### src/rtl/vec_alu_issue_buffer.sv
// Two-entry skid/issue buffer feeding the vector ALU; all handshake outputs are registered.
// Optional stall counter output enabled by defining VEC_ISSUE_STALL_CNT_EN.
module vec_alu_issue_buffer #(
    parameter int N  = 128,
    parameter int RW = 5
) (
    input  logic          clk,
    input  logic          rst,
    input  logic          flush,
    input  logic          in_valid,
    output logic          in_ready,
    input  logic [N-1:0]  in_a,
    input  logic [N-1:0]  in_b,
    input  logic [2:0]    in_sel,
    input  logic [RW-1:0] in_rd,
    output logic          out_valid,
    input  logic          out_ready,
    output logic [N-1:0]  out_a,
    output logic [N-1:0]  out_b,
    output logic [2:0]    out_sel,
    output logic [RW-1:0] out_rd,
`ifdef VEC_ISSUE_STALL_CNT_EN
    output logic [31:0]   stall_cycles,
`endif
    output logic [1:0]    count
);

    localparam int PW = 2 * N + 3 + RW;

    logic [1:0]    count_q, count_d;
    logic          valid_q, valid_d;
    logic          ready_q, ready_d;
    logic [PW-1:0] head_q, head_d;
    logic [PW-1:0] tail_q, tail_d;
    logic [PW-1:0] in_pl_s;
    logic          push_s;
    logic          pop_s;

    assign in_pl_s = {in_a, in_b, in_sel, in_rd};
    assign push_s  = in_valid && ready_q;
    assign pop_s   = valid_q && out_ready;

    // Next-state: occupancy and entry movement; flush overrides push/pop.
    always_comb begin
        count_d = count_q;
        head_d  = head_q;
        tail_d  = tail_q;
        if (flush) begin
            count_d = 2'd0;
        end else begin
            case (count_q)
                2'd0: begin
                    if (push_s) begin
                        head_d  = in_pl_s;
                        count_d = 2'd1;
                    end else begin
                        count_d = 2'd0;
                    end
                end
                2'd1: begin
                    if (push_s && pop_s) begin
                        head_d  = in_pl_s;
                        count_d = 2'd1;
                    end else if (push_s) begin
                        tail_d  = in_pl_s;
                        count_d = 2'd2;
                    end else if (pop_s) begin
                        count_d = 2'd0;
                    end else begin
                        count_d = 2'd1;
                    end
                end
                2'd2: begin
                    if (pop_s) begin
                        head_d  = tail_q;
                        count_d = 2'd1;
                    end else begin
                        count_d = 2'd2;
                    end
                end
                default: begin
                    count_d = 2'd0;
                end
            endcase
        end
        valid_d = (count_d != 2'd0);
        ready_d = (count_d != 2'd2);
    end

    // Control and head registers; the head is reset so outputs read zero after reset.
    always_ff @(posedge clk or posedge rst) begin
        if (rst) begin
            count_q <= 2'd0;
            valid_q <= 1'b0;
            ready_q <= 1'b1;
            head_q  <= {PW{1'b0}};
        end else begin
            count_q <= count_d;
            valid_q <= valid_d;
            ready_q <= ready_d;
            head_q  <= head_d;
        end
    end

    // Second entry is only observable through the head, so it carries no reset.
    always_ff @(posedge clk) begin
        tail_q <= tail_d;
    end

`ifdef VEC_ISSUE_STALL_CNT_EN
    logic [31:0] stall_q;

    // Saturating count of cycles the ALU holds off a valid head; flush leaves it alone.
    always_ff @(posedge clk or posedge rst) begin
        if (rst) begin
            stall_q <= 32'd0;
        end else if (valid_q && !out_ready && (stall_q != 32'hFFFF_FFFF)) begin
            stall_q <= stall_q + 32'd1;
        end else begin
            stall_q <= stall_q;
        end
    end

    assign stall_cycles = stall_q;
`endif

    assign in_ready  = ready_q;
    assign out_valid = valid_q;
    assign count     = count_q;
    assign {out_a, out_b, out_sel, out_rd} = head_q;

endmodule

### config.mk
export PLATFORM = sky130hd
export DESIGN_NAME = vec_alu_issue_buffer
export DESIGN_NICKNAME = d
export VERILOG_FILES = /design/src/rtl/vec_alu_issue_buffer.sv
export SDC_FILE = /design/constraint.sdc
export NUM_CORES = 1
export LEC_CHECK = 0
export CORE_MARGIN = 2
export CORE_UTILIZATION = 55
export CTS_CLUSTER_SIZE = 20
export DETAILED_ROUTE_END_ITERATION = 7
export PLACE_DENSITY_LB_ADDON = 0.3
export SKIP_CTS_REPAIR_TIMING = 1
export SLEW_MARGIN = 20
export SYNTH_ARGS = -nofsm -noshare
export SYNTH_HDL_FRONTEND = slang
export SYNTH_SLANG_ARGS = --single-unit
### constraint.sdc
create_clock -name clk -period 62.6 [get_ports clk]
set_clock_uncertainty 0.05 [all_clocks]
set_input_delay 18.78 -clock clk [delete_from_list [all_inputs] [get_ports clk]]
set_output_delay 18.78 -clock clk [all_outputs]
set_load 0.1 [all_outputs]
==> impl_metrics.py <==
metrics = {
    "synth": {
        "yosysTopAreaCellShare_pct": 33.60,
        "syn-cell-area_mm2": 0.02359,
        "ys_seq_area_share_pct": 62.03,
        "async_reset_ff_share_pct": 50.38,
        "synth_top_cell_by_area": "edfxtp_1",
        "ys_warn_count": 0,
        "avgSynthCellArea_um2": 12.77,
        "ys.flop_type": "dfrtp_1",
        "postSynthNetCount": 2116,
        "synthDistinctLibCells": 31,
        "synth_area_leaders": "edfxtp_1 34%, dfrtp_1 28%, and3b_1 9.8%, a211oi_1 8.4%, a22oi_1 8.1%",
        "syn-instance-count": 1847,
        "synth-edff-count": 264,
        "synth_seq_cells": 532,
    },
    "critical_path": {
        "crit_family": "buffers and inverters",
        "worstSetupPathType": "reg -> out",
        "cp.arrival_ns": 3.05,
        "cpMaxStageDelayCell": "clkdlybuf4s50_1",
        "path_cells": "clkdlybuf4s50_1",
        "cp_slowest_stage_delay_ns": 1.29,
        "crit_fanout": 103,
        "cp-end-kind": "output pin",
        "required_ns": 43.77,
        "startpoint_type": "flip-flop",
        "path_buf_inv": 1,
    },
    "timing": {
        "rsz0062_at_grt": "no",
        "post-route-period-util_pct": 34.96,
        "setup_violations": 0,
        "worst_pin_slew_ns": 1.160,
        "drv_slew": 0,
        "whs_ns": 0.5415,
        "fmax_mhz": 45.70,
        "tns_ns": 0,
        "period_minus_slack_ns": 21.88,
        "relSlewSlack_pct": 22.44,
        "hold_viol_final": 0,
    },
    "clocking": {
        "cts_sinks": 532,
        "clk_latency_ns": 0.61,
        "cts.clk_slew.worst_paths_ns": 0.06,
        "cts_buffers": 55,
        "h-tree-depth": 2,
        "max-clock-path-buffers": 3,
        "cts-root-buf": "clkbuf_16",
        "cts_tree": "yes",
    },
    "flow_run": {
        "drv_cap": 0,
    },
    "place": {
        "dp.cells": 2708,
        "post-dp-hpwl_mm": 41.55,
        "gp_congestion": 0.8204,
        "port_buffers": 536,
    },
    "routing": {
        "wl_per_cell_um": 25.54,
        "routed_wirelength_mm": 72.03,
        "ant_nets": 0,
        "route.detailed.drc": 0,
        "via_per_inst": 6.541,
        "drt-initial-drc-count": 2057,
        "first_pass_iters": 7,
        "vias": 18450,
    },
    "global_route": {
        "grt.total_usage_pct": 31.15,
        "grt_pass1_wl_mm": 108.8,
        "grt.overflow.total": 0,
        "grt_pass1_vias": 18490,
        "antenna_found_initial": 15,
        "grt_max_degree": 229,
    },
    "worst_hold_path": {
        "holdCritPathClass": "reg -> reg",
    },
    "floorplanning": {
        "die_h_um": 211.1,
        "start_util_pct": 56.00,
        "die-area_mm2": 0.04457,
        "die_w_um": 211.1,
        "fp-row-count": 75,
        "ios": 537,
        "core_mm2": 0.04213,
    },
    "cells_and_area": {
        "mostFrequentLayoutCell": "clkdlybuf4s50_1",
        "final_nets": 2497,
        "area_growth_pct": 29.23,
        "drive_gt1_share_pct": 5.103,
        "final_cell_mix": "535 x clkdlybuf4s50_1, 265 x a21oi_1, 265 x and3b_1, 265 x dfrtp_1",
        "finalNonFillerCells": 2820,
    },
    "power_and_ir_drop": {
        "p_leak_nw": 11.80,
        "irDropWorstVdd_v": 0.00003678,
        "power_density_mw_per_mm2": 45.91,
    },
    "outcome": {
        "status": "finished, final reports clean",
    },
}
==> final timing paths <==
check,slack (ns),start,to,cells past startpoint
min,0.54,head_q[142],head_q[142],2
max reg2reg,57.82,count[0],head_q[117],6
min reg2reg,0.54,head_q[142],head_q[142],2
max in group asynchronous,41.43,rst,count[0],4
max,40.72,count[1],count[1],1
min in group asynchronous,18.65,rst,head_q[70],2
==> Yosys cell counts (all sizes together), types with 3 or more instances <==
library cell	instances
a22oi	264
a211oi	264
dfrtp	267
buf	65
nand2	3
and3b	265
edfxtp	264
a21oi	265
clkbuf	172
==> where the power goes <==
group	switching, W	total, W	leakage (nW)	internal, W
registers	0.0000347	0.000458	5.37	0.000423
logic	0.000481	0.000628	5.60	0.000147
clock network	0.000135	0.000314	0.827	0.000179
total	0.000651	0.00140	11.8	0.000749
==> layout make-up <==
| type | instances | area (um^2) |
|---|---|---|
| clock inverter | 9 | 42.54 |
| tap | 539 | 674.4 |
| inverter | 1 | 11.26 |
| multi-input combinational | 1077 | 7816 |
| fill | 2821 | 11640 |
| antenna | 8 | 20.02 |
| sequential | 532 | 14640 |
| timing repair buffer | 561 | 5622 |
| clock buffer | 93 | 1662 |
==> kinds of logic (layout without fill, tap and decap cells) <==
| kind of cell | Yosys count | after routing | synth area share [%] |
|---|---|---|---|
| AOI/OAI and AO/OA | 801 | 801 | 22.88 |
| buffers and inverters | 238 | 664 | 4.921 |
| DFF | 532 | 532 | 62.03 |
| other | 0 | 8 | 0 |
| and+or+nand+nor | 276 | 276 | 10.17 |
==> metal layers <==
| layer | routed length [um] | vias up | global-route usage [%] |
|---|---|---|---|
| li1 | - | 8073 | - |
| met1 | 27940 | 9303 | 41.72 |
| met2 | 34200 | 905 | 47.92 |
| met3 | 6899 | 154 | 8.638 |
| met4 | 2899 | 12 | 13.55 |
| met5 | 89 | - | 0 |
==> sequential cells by signal, indices dropped and copies added (netlist names) <==
register / cells
head_q: 264
tail_q: 264
count: 2
in_ready: 1
out_valid: 1
==> stage by stage <==
stage               utilization [%]  total power, W  setup slack [ns]  cell area [um^2]
floorplan                         -       0.0009289             16.84             23590
global placement              68.14        0.001082             39.91             28710
detailed placement            68.14        0.001088             39.93             28710
CTS                           72.19        0.001402             40.56             30420
global route                  72.37        0.001439             40.68             30490
finish                        72.37        0.001400             40.72             30490
(Power assumes the default switching activity.)
